==> src/rtl/pattern_pkg.sv <==
// Shared definitions for the pattern serializer and the detector-side wiring.
package pattern_pkg;

  typedef enum logic {
    IDLE  = 1'b0,
    SHIFT = 1'b1
  } ser_state_e;

  localparam int PAT_WIDTH_DEFAULT = 8;

endpackage

==> src/rtl/pattern_serializer_if.sv <==
// Word-in / bit-out bus of the pattern serializer.
interface pattern_serializer_if
  import pattern_pkg::*;
#(
  parameter int WIDTH = PAT_WIDTH_DEFAULT
);
  logic [WIDTH-1:0] in_data;
  logic             in_valid;
  logic             in_ready;
  logic             inbit;
  logic             bit_valid;
  logic             last_bit;
  logic             busy;

  modport master (
    output in_data, in_valid,
    input  in_ready, inbit, bit_valid, last_bit, busy
  );

  modport slave (
    input  in_data, in_valid,
    output in_ready, inbit, bit_valid, last_bit, busy
  );
endinterface

==> src/rtl/pattern_serializer.sv <==
// Parallel-to-serial front end: WIDTH-bit words in, MSB-first bits out,
// with a one-word hold buffer so consecutive words stream without a gap.
module pattern_serializer
  import pattern_pkg::*;
#(
  parameter int WIDTH = PAT_WIDTH_DEFAULT
) (
  input logic                 clk,
  input logic                 rst_n,
  pattern_serializer_if.slave bus
);
  localparam int CW = $clog2(WIDTH);
  localparam logic [CW-1:0] LAST = CW'(WIDTH - 1);

  ser_state_e       state_q, state_d;
  logic [WIDTH-1:0] sh, sh_d;
  logic [WIDTH-1:0] hold, hold_d;
  logic             hold_full, hold_full_d;
  logic [CW-1:0]    cnt, cnt_d;
  logic             accept;
  logic             at_last;

  // The ready depends only on the hold flag, never on in_valid.
  assign bus.in_ready  = !hold_full;
  assign accept        = bus.in_valid && !hold_full;
  assign at_last       = (state_q == SHIFT) && (cnt == LAST);

  assign bus.inbit     = (state_q == SHIFT) ? sh[WIDTH-1] : 1'b0;
  assign bus.bit_valid = (state_q == SHIFT);
  assign bus.last_bit  = at_last;
  assign bus.busy      = (state_q == SHIFT) || hold_full;

  // Next-state and datapath: a free shifter always takes the accepted word,
  // otherwise it parks in hold until the current word's last bit.
  always_comb begin
    state_d     = state_q;
    sh_d        = sh;
    cnt_d       = cnt;
    hold_d      = hold;
    hold_full_d = hold_full;
    case (state_q)
      IDLE: begin
        if (accept) begin
          sh_d    = bus.in_data;
          cnt_d   = '0;
          state_d = SHIFT;
        end
      end
      SHIFT: begin
        if (!at_last) begin
          sh_d  = sh << 1;
          cnt_d = cnt + CW'(1);
          if (accept) begin
            hold_d      = bus.in_data;
            hold_full_d = 1'b1;
          end
        end else if (hold_full) begin
          sh_d        = hold;
          cnt_d       = '0;
          hold_full_d = 1'b0;
        end else if (accept) begin
          // bypass: new word goes straight into the shifter, no gap bit
          sh_d  = bus.in_data;
          cnt_d = '0;
        end else begin
          state_d = IDLE;
        end
      end
      default: state_d = IDLE;
    endcase
  end

  // State and datapath registers; reset discards any in-flight word.
  always_ff @(posedge clk) begin
    if (!rst_n) begin
      state_q   <= IDLE;
      sh        <= '0;
      cnt       <= '0;
      hold      <= '0;
      hold_full <= 1'b0;
    end else begin
      state_q   <= state_d;
      sh        <= sh_d;
      cnt       <= cnt_d;
      hold      <= hold_d;
      hold_full <= hold_full_d;
    end
  end

endmodule

==> src/flat_wrapper.sv <==
// flat-port wrapper written by rule: the top's interface ports become plain ports
module pattern_serializer_flat import pattern_pkg::*;
#(
  parameter int WIDTH = PAT_WIDTH_DEFAULT
)
  (clk, rst_n, bus_in_data, bus_in_valid, bus_in_ready, bus_inbit, bus_bit_valid, bus_last_bit, bus_busy);
  pattern_serializer_if #(.WIDTH(WIDTH)) bus_i ();
  input logic clk;
  input logic rst_n;
  input wire logic [$bits(bus_i.in_data)-1:0] bus_in_data;
  input wire logic [$bits(bus_i.in_valid)-1:0] bus_in_valid;
  output wire logic [$bits(bus_i.in_ready)-1:0] bus_in_ready;
  output wire logic [$bits(bus_i.inbit)-1:0] bus_inbit;
  output wire logic [$bits(bus_i.bit_valid)-1:0] bus_bit_valid;
  output wire logic [$bits(bus_i.last_bit)-1:0] bus_last_bit;
  output wire logic [$bits(bus_i.busy)-1:0] bus_busy;
  assign bus_i.in_data = bus_in_data;
  assign bus_i.in_valid = bus_in_valid;
  assign bus_in_ready = bus_i.in_ready;
  assign bus_inbit = bus_i.inbit;
  assign bus_bit_valid = bus_i.bit_valid;
  assign bus_last_bit = bus_i.last_bit;
  assign bus_busy = bus_i.busy;
  pattern_serializer #(.WIDTH(WIDTH)) u_core (.clk(clk), .rst_n(rst_n), .bus(bus_i));
endmodule
==> config.mk <==
export PLATFORM = sky130hd
export DESIGN_NAME = pattern_serializer_flat
export DESIGN_NICKNAME = d
export VERILOG_FILES = /design/src/rtl/pattern_pkg.sv /design/src/rtl/pattern_serializer_if.sv /design/src/rtl/pattern_serializer.sv /design/src/flat_wrapper.sv
export SDC_FILE = /design/constraint.sdc
export NUM_CORES = 1
export LEC_CHECK = 0
export BUFFER_PORTS_ARGS = -buffer_cell sky130_fd_sc_hd__buf_2
export CAP_MARGIN = 15
export CORE_UTILIZATION = 49
export CTS_CLUSTER_SIZE = 20
export DETAILED_ROUTE_END_ITERATION = 12
export PLACE_DENSITY = 0.69
export SETUP_SLACK_MARGIN = 0.5
export SLEW_MARGIN = 25
export SYNTH_ARGS = -nofsm -noshare
export SYNTH_HDL_FRONTEND = slang
export SYNTH_SLANG_ARGS = --single-unit
==> constraint.sdc <==
create_clock -name clk -period 2.1 [get_ports clk]
set_clock_uncertainty 0.2 [all_clocks]
set_input_delay 0.42 -clock clk [delete_from_list [all_inputs] [get_ports clk]]
set_output_delay 0.42 -clock clk [all_outputs]
set_load 0.01 [all_outputs]
Word level (Yosys, flattened, before mapping)
Cells that the tools add are included.
{ "classes": {"add_sub_neg": 1, "n_eq_ne": 1, "muxes": 15, "bitwise_logic": 2, "n_reduce_logical": 7} }
{ "ops": {"columns": ["cell", "count"], "rows": [
  ["$mux 8", 3],
  ["$pmux 8 s2", 1],
  ["$mux 3", 3],
  ["$mux 1", 6],
  ["$pmux 3 s2", 1],
  ["$add 3x1->3 const B", 1],
  ["$eq 3x3->1 const B", 1],
  ["$reduce_and 3->1", 1],
  ["$logic_and 1x1->1", 2],
  ["$not 1->1", 2],
  ["$pmux 1 s2", 1],
  ["$reduce_and 2->1", 1],
  ["$reduce_bool 2->1", 1],
  ["$logic_not 1->1", 1],
  ["$logic_or 1x1->1", 1]
]} }
{ "word_totals": {"reg_bits": 21, "inputBits": 11, "output_inout_bits": 5, "wordCells": 31} }

Longest topological paths before layout
Gate-level depths: netlist of run 1.
{ "logic_depth": {"word_depth": 6, "depth_mapped": 6} }

Worst setup path before layout of run 1
Ideal clock, no wire load.
{ "synth_timing": {"path_type": "register to output", "from": "register u_core.cnt[0]", "to": "output port bus_last_bit", "arrival_time_ps": 1058, "slack_ps": 422, "stages_incl_launch_ff": 6, "path_cell_list": "dfxtp_1 -> ha_1 -> ha_1 -> clkbuf_1 -> nand2_1 -> inv_1"} }
{ "synth_via": {"elab_chain_cells": 2} }
{ "synth_rtl": {"columns": ["element", "line", "text"], "rows": [
  ["from (decl)", "pattern_serializer.sv:19", "logic [CW-1:0] cnt, cnt_d;"],
  ["from (signal assigned)", "pattern_serializer.sv:84", "cnt <= cnt_d;"],
  ["$eq 3x3->1", "pattern_serializer.sv:26", "assign at_last = (state_q == SHIFT) && (cnt == LAST);"],
  ["$logic_and 1x1->1", "pattern_serializer.sv:26", null],
  ["to (decl)", "flat_wrapper.sv:15", "output wire logic [$bits(bus_i.last_bit)-1:0] bus_last_bit;"]
]} }
No other way between the ends.

Worst setup path after layout of run 1
{ "layout_timing": {"from": "register u_core.cnt[1]", "to": "output port bus_last_bit"} }
Same word-level chain as after synthesis.

==> flow_metrics.env, run 1 <==
export IMPL_outcome="complete, no violations"
export IMPL_num_rows=15
export IMPL_syn_nets=119
export IMPL_grt_use_total_pct=25.1
export IMPL_worst_pin_slew_ps=514
export IMPL_cp_slowest_stage_delay_ps=360
export IMPL_cp_required_ps=1480
export IMPL_final_util_pct=76.2
export IMPL_rr_worst_depth=8
export IMPL_drtIter0Drc=31
export IMPL_p_total_uw=799
export IMPL_wirelength_mm=2.61
export IMPL_crit_slowest_cell="dfxtp_2"
export IMPL_cts_sinks=21
export IMPL_grt_pass1_vias=829
export IMPL_regArea_um2=430
export IMPL_grt_first_pass_wirelength_mm=3.73
export IMPL_cts_root_buf="clkbuf_4"
export IMPL_r2r_slack_ps=270
export IMPL_numCtsBuffers=3
export IMPL_io_pin_count=16
export IMPL_clkLatencyLatePin_ps=320
export IMPL_r2r_end="u_core.sh[5]"
export IMPL_routed_via_density=5.61
export IMPL_die_h_um=46.7
export IMPL_synthDistinctLibCells=21
export IMPL_cp_max_fo=2
export IMPL_cellLeakagePower_nw=0.583
export IMPL_min_period_ps=1840
export IMPL_clk_path_buf_depth=2
export IMPL_area_growth_pct=40.1
export IMPL_routabilityCongestion=0.824
export IMPL_grt_overflow=0
export IMPL_fmax_mhz=544
export IMPL_timing_final_crit_share_pct=87.5
export IMPL_synth_area_per_cell_um2=9.24
export IMPL_hold_end="u_core.hold[6]"
export IMPL_slew_headroom_pct=65.4
export IMPL_syn_area_um2=980
export IMPL_drive_gt1_share_pct=48.1
export IMPL_dr_wl_met2_mm=1.19
export IMPL_design_area_mm2=0.00137
export IMPL_cp_cell_sequence="ha_4 -> ha_4 -> nand2_4 -> inv_2 -> buf_6"
export IMPL_critPathKind="reg -> out"
export IMPL_fp_dieArea_mm2=0.00218
export IMPL_drv_cap=0
export IMPL_tns_ps=0
export IMPL_hp_start="bus_in_data[6]"
export IMPL_drv_slew=0
export IMPL_setup_viol=0
export IMPL_via_count=898
export IMPL_wl_met3_um=111
export IMPL_hold_path_class="in -> reg"
export IMPL_yosysWarnings=0
export IMPL_wire_per_inst_um=16.3
export IMPL_whs_path_depth=3
export IMPL_grt_max_degree=15
export IMPL_nNetsFinal=149
export IMPL_m1WireLength_mm=1.22
export IMPL_fillers=124
export IMPL_cts_htree_levels=1
export IMPL_grt_setup_unrepaired="yes"
export IMPL_ant_nets=0
export IMPL_synthCells=106
export IMPL_clkSlewWorstSetupHoldPaths_ps=120
export IMPL_r2r_start="u_core.cnt[1]"
export IMPL_cp_start_kind="flop"
export IMPL_die_x_um=46.7
export IMPL_place_area_mm2=0.00108
export IMPL_antenna_found_initial=0
export IMPL_crit_top_cell="ha_4"
export IMPL_start_util_pct=54.4
export IMPL_n_antenna_cell=0
export IMPL_core_area_mm2=0.00180
export IMPL_ir_drop_v=0.000444
export IMPL_highest_layer="met4"
export IMPL_firstDrtPassIters=6
export IMPL_port_buffers=15
export IMPL_synth_seq_area_share_pct=42.9
export IMPL_drc_errors=0
export IMPL_multi_input_area_um2=626
export IMPL_cp_end_kind="primary output"
export IMPL_cp_data_arrival_time_ps=1220
export IMPL_hold_viol=0
export IMPL_hpwlAfterDp_mm=1.43
export IMPL_cts_tree="done"
export IMPL_p_per_area_mw_per_mm2=582
export IMPL_ys_seq_elements=21
[final cells by class]
cell class / instances / share of cell area, %
clock buffer: 3 / 1.64
inverter: 4 / 1.55
multi-input combinational: 75 / 45.6
sequential: 21 / 31.4
timing repair buffer: 31 / 17.2
tap: 25 / 2.28
clock inverter: 1 / 0.365
[worst max path at each step]
stage / startpoint / end / cells past startpoint
global route: u_core.cnt[1] / u_core.sh[5] / 8
global placement: u_core.cnt[0] / u_core.hold[4] / 6
CTS: u_core.cnt[0] / bus_last_bit / 5
floorplan: u_core.cnt[0] / bus_last_bit / 5
detailed placement: u_core.cnt[0] / u_core.hold[3] / 6
finish: u_core.cnt[1] / bus_last_bit / 5
[registers in the layout, indices dropped and copies added (netlist names)]
signal,cells
u_core.cnt,3
u_core.hold_full,1
u_core.sh,8
u_core.hold,8
u_core.bus.bit_valid,1
[where the power goes]
part	internal, mW	leakage, nW	total [mW]	switching, mW
clock network	0.0714	0.0177	0.207	0.136
logic	0.0783	0.391	0.150	0.0720
registers	0.421	0.174	0.441	0.0203
total	0.571	0.583	0.799	0.228
[kinds of logic after synthesis]
group	count (synthesis)	synth area share, %
AO/OA/AOI/OAI	23	13.2
buffers and inverters	10	5.36
AND/OR/NAND/NOR	34	19.7
flip-flops	21	42.9
adder cells (fa/ha/maj)	2	2.55
multiplexers	16	16.3
[metal layers]
layer / GRT usage, % / vias up
li1: - / 432
met1: 32.9 / 420
met2: 38.9 / 34
met3: 5.10 / 12
met4: 13.1 / 0
met5: 0 / -
[layout by cell type (no fill, tap or decap), types with 2 or more instances in the layout]
cell,instances
a21oi_2,8
and3_1,5
and3_4,2
buf_2,12
buf_4,10
buf_6,9
clkbuf_4,3
dfxtp_1,17
dfxtp_2,2
dfxtp_4,2
ha_4,2
inv_2,2
mux2i_1,15
nand2_1,5
nor2_1,3
nor2b_1,8
nor2b_4,2
o21ai_0,4
o22ai_1,7
[worst max-delay path: cells and delay by family, from the launching register on]
family	cells	cell delay [ps]
fa+ha+maj	2	340
simple gates	1	70
buf+inv	2	130
flops	1	360
[Yosys cell counts (all sizes together)]
master | number | area share, %
ha | 2 | 2.6
buf | 3 | 2.7
dfxtp | 21 | 43
nand2b | 1 | 0.64
a21oi | 10 | 5.1
nor2 | 3 | 1.1
nor2b | 10 | 6.4
nand3 | 1 | 0.51
mux2i | 16 | 16
and2 | 2 | 1.3
and4bb | 1 | 1.3
clkbuf | 3 | 1.1
o21ai | 5 | 2.9
inv | 4 | 1.5
and3 | 7 | 4.5
nand2 | 7 | 2.7
nor3 | 1 | 0.51
nor3b | 1 | 0.77
o22ai | 8 | 5.1
[through the flow]
stage	setup slack (ps)	hold slack, ps	std cells
2_1_floorplan	501	257	106
3_3_place_gp	356	280	144
3_5_place_dp	329	299	144
4_1_cts	282	183	156
5_1_grt	212	167	160
6_report	262	172	160
[repair_timing]
item / 4_1_cts / 5_1_grt
hold buffers: 0 / 0
resized for setup: 28 / 18
pin swaps: 4 / 13
buffers inserted: 8 / 4
hold endpoints to repair: 0 / 0
setup endpoints to repair: 24 / 22
Power figures use the tool's default switching activity.
==> run 2: changes to the inputs <==
Settings changed: CORE_MARGIN from default to 3.
==> run 2 against run 1 <==
Die area up 18%. Register-to-register slack worse by 30 ps. Non-clock buffer count down 2. Hold slack better by 17 ps. Global-route usage down 5.7 points.
==> flow_metrics.env, run 2 (same netlist as run 1, synthesis figures left out) <==
export IMPL_numCtsBuffers=3
export IMPL_io_pin_count=16
export IMPL_fp_dieArea_mm2=0.00257
export IMPL_p_per_area_mw_per_mm2=596
export IMPL_num_rows=15
export IMPL_stdcell_count=158
export IMPL_power_frac_seq_pct=56.7
export IMPL_p_total_uw=773
export IMPL_power_switching_uw=208
export IMPL_start_util_pct=54.4
export IMPL_ir_drop_v=0.000384
export IMPL_wire_per_inst_um=15.5
export IMPL_worst_pin_slew_ps=435
export IMPL_drtIter0Drc=16
export IMPL_cts_htree_levels=1
export IMPL_path_delay_family="flip-flops"
export IMPL_clkSlewWorstSetupHoldPaths_ps=120
export IMPL_fmax_mhz=539
export IMPL_drv_slew=0
export IMPL_port_buffers=15
export IMPL_cts_root_buf="clkbuf_4"
export IMPL_cp_max_fo=8
export IMPL_cellLeakagePower_nw=0.563
export IMPL_die_h_um=50.7
export IMPL_outcome="complete, no violations"
export IMPL_grt_max_degree=15
export IMPL_path_buf_inv=2
export IMPL_area_growth_pct=32.4
export IMPL_critPathKind="reg -> reg"
export IMPL_p_clk_share_pct=25.1
export IMPL_min_period_ps=1860
export IMPL_cp_cell_sequence="ha_4 -> ha_4 -> buf_6 -> and4bb_1 -> buf_6 -> mux2i_1 -> nor2b_1"
export IMPL_hold_path_class="in -> reg"
export IMPL_routed_via_density=5.34
export IMPL_routabilityCongestion=0.771
export IMPL_cts_tree="done"
export IMPL_cp_end_kind="flop"
export IMPL_setup_viol=0
export IMPL_die_x_um=50.7
export IMPL_grt_use_total_pct=19.4
export IMPL_tns_ps=0
export IMPL_core_area_mm2=0.00180
export IMPL_clkLatencyLatePin_ps=290
export IMPL_largestRegisters="u_core.hold (8), u_core.sh (8), u_core.cnt (3)"
export IMPL_drv_cap=0
export IMPL_grt_setup_unrepaired="yes"
export IMPL_hold_viol=0
export IMPL_cp_start_kind="flop"
export IMPL_hold_slack_ps=188
export IMPL_wirelength_mm=2.45
export IMPL_drive_gt1_share_pct=36.1
export IMPL_intPower_uw=565
export IMPL_final_common_cell="dfxtp_1"
export IMPL_timing_final_crit_share_pct=88.4
export IMPL_layout_common_cells="dfxtp_1, mux2i_1, buf_2, a21oi_1, buf_4"
export IMPL_clk_path_buf_depth=2
export IMPL_ant_nets=0
export IMPL_swShare_pct=26.9
export IMPL_grt_overflow=0
export IMPL_antenna_found_initial=0
export IMPL_firstDrtPassIters=4
export IMPL_cts_sinks=21
export IMPL_hpwlAfterDp_mm=1.37
export IMPL_nNetsFinal=147
export IMPL_comb_power_share_pct=18.2
export IMPL_grt_pass1_vias=881
export IMPL_slew_headroom_pct=70.7
export IMPL_grt_first_pass_wirelength_mm=3.76
export IMPL_dp_cells=143
export IMPL_crit_slowest_cell="dfxtp_4"
export IMPL_via_count=844
export IMPL_cp_required_ps=2100
export IMPL_cp_data_arrival_time_ps=1850
export IMPL_fillers=133
export IMPL_drc_errors=0
export IMPL_n_antenna_cell=0
export IMPL_cp_slowest_stage_delay_ps=370
==> run 2: through the flow <==
stage	util [%]	cell area, µm²	setup slack, ps
after detailed placement	59.6	1070	313
after global placement	59.6	1070	356
after floorplan	-	983	501
final	72.0	1300	245
after global routing	72.0	1300	162
after CTS	69.1	1240	298
==> run 2: timing repair <==
| item | in CTS | in global routing |
|---|---|---|
| setup endpoints to repair | 24 | 23 |
| pin swaps | 5 | 6 |
| setup buffers | 8 | 3 |
| hold endpoints to repair | 0 | 0 |
| hold buffers | 0 | 0 |
| gates resized for setup | 23 | 11 |
==> run 2: tightest hold or removal path, delay by kind of cell <==
kind | cells | cell delay (ps)
mux | 1 | 60
simple gates | 1 | 90
buf+inv | 1 | 90
==> run 2: area by class of cell <==
cell class	count	area (µm²)	area share, %
multi-input cells	75	576	44.4
flip-flops and latches	21	430	33.2
repair buffers	29	208	16.0
well taps	25	31.3	2.41
clock buffers	4	26.3	2.03
inverters	4	26.3	2.03
==> run 2: power groups by stage <==
stage | combinational, mW | sequential (mW) | clock (mW)
final | 0.141 | 0.438 | 0.194
after CTS | 0.124 | 0.437 | 0.197
after global routing | 0.153 | 0.441 | 0.214
after floorplan | 0.0799 | 0.439 | 0
after detailed placement | 0.109 | 0.444 | 0
after global placement | 0.106 | 0.443 | 0
==> run 2: worst paths after layout <==
| check | endpoint | slack [ps] | from | depth (start not counted) |
|---|---|---|---|---|
| setup / recovery | u_core.hold[7] | 240 | u_core.cnt[0] | 7 |
| hold / removal | u_core.hold[2] | 190 | bus_in_data[2] | 3 |
| setup reg to reg | u_core.hold[7] | 240 | u_core.cnt[0] | 7 |
| hold reg to reg | u_core.sh[0] | 310 | u_core.hold[0] | 2 |
==> run 2: per-layer routing <==
metal  wire (µm)  track usage, %  share of wire (%)  vias up
li1            -               -                  -      426
met1        1180            24.2                 48      398
met2        1140            31.7                 46       16
met3          97            2.97                4.0        4
met4          32            10.8                1.3        0
met5           0               0                  0        -
==> run 3: changes to the inputs <==
Settings changed: BUFFER_PORTS_ARGS -buffer_cell sky130_fd_sc_hd__buf_2 to -buffer_cell sky130_fd_sc_hd__buf_4.
==> run 3 against run 2 <==
Sequential power up 1%. Core utilization up 6.4 points. Critical endpoint is now u_core.hold[0]. Critical path depth unchanged. Cell area up 8.9%. Critical path type unchanged. Sequential cell count unchanged. Via count up 1.8%. Register-to-register slack better by 30 ps.
==> flow_metrics.env, run 3 (same netlist as run 1, synthesis figures left out) <==
export IMPL_numCtsBuffers=3
export IMPL_cts_tree="done"
export IMPL_hold_end="u_core.hold[3]"
export IMPL_drtIter0Drc=13
export IMPL_start_util_pct=54.4
export IMPL_outcome="complete, no violations"
export IMPL_grt_first_pass_wirelength_mm=3.84
export IMPL_drive_gt1_share_pct=48.9
export IMPL_fin_ws_ps=271
export IMPL_num_rows=15
export IMPL_power_switching_uw=216
export IMPL_hold_viol=0
export IMPL_cp_start_kind="flop"
export IMPL_cts_sinks=21
export IMPL_hold_slack_ps=183
export IMPL_hold_buffers=0
export IMPL_comb_power_share_pct=19.1
export IMPL_tns_ps=0
export IMPL_min_period_ps=1830
export IMPL_firstDrtPassIters=4
export IMPL_final_util_pct=78.4
export IMPL_pre_cts_ws_ps=281
export IMPL_die_h_um=50.7
export IMPL_cellLeakagePower_nw=0.587
export IMPL_area_growth_pct=44.2
export IMPL_core_area_mm2=0.00180
export IMPL_nNetsFinal=147
export IMPL_worst_pin_slew_ps=538
export IMPL_drc_errors=0
export IMPL_wire_per_inst_um=16.2
export IMPL_wirelength_mm=2.56
export IMPL_cp_max_fo=8
export IMPL_hold_path_class="in -> reg"
export IMPL_io_pin_count=16
export IMPL_n_antenna_cell=0
export IMPL_hpwlAfterDp_mm=1.37
export IMPL_via_count=859
export IMPL_p_per_area_mw_per_mm2=560
export IMPL_ant_nets=0
export IMPL_setup_viol=0
export IMPL_timing_final_crit_share_pct=87.1
export IMPL_power_frac_seq_pct=56.1
export IMPL_antenna_found_initial=0
export IMPL_routed_via_density=5.44
export IMPL_hp_start="bus_in_data[3]"
export IMPL_cp_end_kind="flop"
export IMPL_r2r_end="u_core.hold[0]"
export IMPL_die_x_um=50.7
export IMPL_layout_common_cells="buf_4, dfxtp_1, mux2i_1, a21oi_2"
export IMPL_grt_use_total_pct=20.0
export IMPL_grt_max_degree=15
export IMPL_fmax_mhz=547
export IMPL_swShare_pct=27.3
export IMPL_largestRegisters="u_core.hold (8), u_core.sh (8), u_core.cnt (3)"
export IMPL_clk_path_buf_depth=2
export IMPL_r2r_start="u_core.cnt[0]"
export IMPL_grt_pass1_vias=820
export IMPL_critPathKind="reg -> reg"
export IMPL_cp_data_arrival_time_ps=1830
export IMPL_clkLatencyLatePin_ps=300
export IMPL_intPower_uw=575
export IMPL_cts_root_buf="clkbuf_4"
export IMPL_rr_worst_depth=7
export IMPL_drv_cap=0
export IMPL_slew_headroom_pct=63.8
export IMPL_grt_setup_unrepaired="yes"
export IMPL_final_common_cell="buf_4"
export IMPL_fillers=110
export IMPL_drv_slew=0
export IMPL_whs_path_depth=3
export IMPL_port_buffers=15
export IMPL_grt_overflow=0
export IMPL_ir_drop_v=0.000484
export IMPL_routabilityCongestion=0.726
export IMPL_cts_htree_levels=1
export IMPL_cp_required_ps=2100
export IMPL_clkSlewWorstSetupHoldPaths_ps=120
export IMPL_r2r_slack_ps=270
export IMPL_p_clk_share_pct=24.8
export IMPL_fp_dieArea_mm2=0.00257
-- run 3: per-stage QoR --
stage | cell area (µm²) | power [mW] | cells
detailed placement | 1100 | 0.559 | 142
floorplan | 983 | 0.519 | 106
CTS | 1260 | 0.765 | 151
finish | 1410 | 0.791 | 158
global placement | 1100 | 0.556 | 142
global route | 1410 | 0.832 | 158
-- run 3: how the worst max path moves through the flow --
stage / from / end / slack, ps / cells after the start
finish: u_core.cnt[0] / u_core.hold[0] / 270 / 7
global route: u_core.cnt[0] / u_core.hold[7] / 210 / 7
CTS: u_core.cnt[0] / bus_last_bit / 280 / 5
detailed placement: u_core.cnt[0] / u_core.hold[0] / 280 / 6
global placement: u_core.cnt[0] / u_core.hold[6] / 360 / 6
floorplan: u_core.cnt[0] / bus_last_bit / 500 / 5
-- run 3: cell type report --
type	instances	area, µm²	share of cell area (%)
clock buffers	4	26.3	1.86
inverters	4	21.3	1.51
multi-input cells	75	653	46.2
flip-flops and latches	21	433	30.6
well taps	25	31.3	2.21
repair buffers	29	248	17.5
-- run 3: worst max-delay path, cell delays in order, from the launching register on --
cell	delay [ps]
dfxtp_4	370
ha_4	160
ha_4	160
buf_6	120
and4bb_1	270
buf_6	170
mux2i_1	220
nor2b_1	70
-- run 3: power by group through the flow --
| stage | clock network, mW | registers, mW | logic [mW] |
|---|---|---|---|
| after floorplan | 0 | 0.439 | 0.0799 |
| after global placement | 0 | 0.446 | 0.110 |
| after detailed placement | 0 | 0.447 | 0.112 |
| after CTS | 0.202 | 0.441 | 0.123 |
| after global routing | 0.223 | 0.447 | 0.163 |
| final | 0.196 | 0.443 | 0.151 |
-- run 3: timing repair --
action	in CTS	in global routing
buffers inserted	5	7
resized for setup	27	25
setup endpoints to repair	24	23
pin swaps	6	14
-- run 3: layer usage --
metal	global-route usage (%)	up-vias	wire, µm
li1	-	427	-
met5	0	-	0
met3	2.67	2	77
met1	26.5	406	1210
met2	33.3	24	1250
met4	6.73	0	21
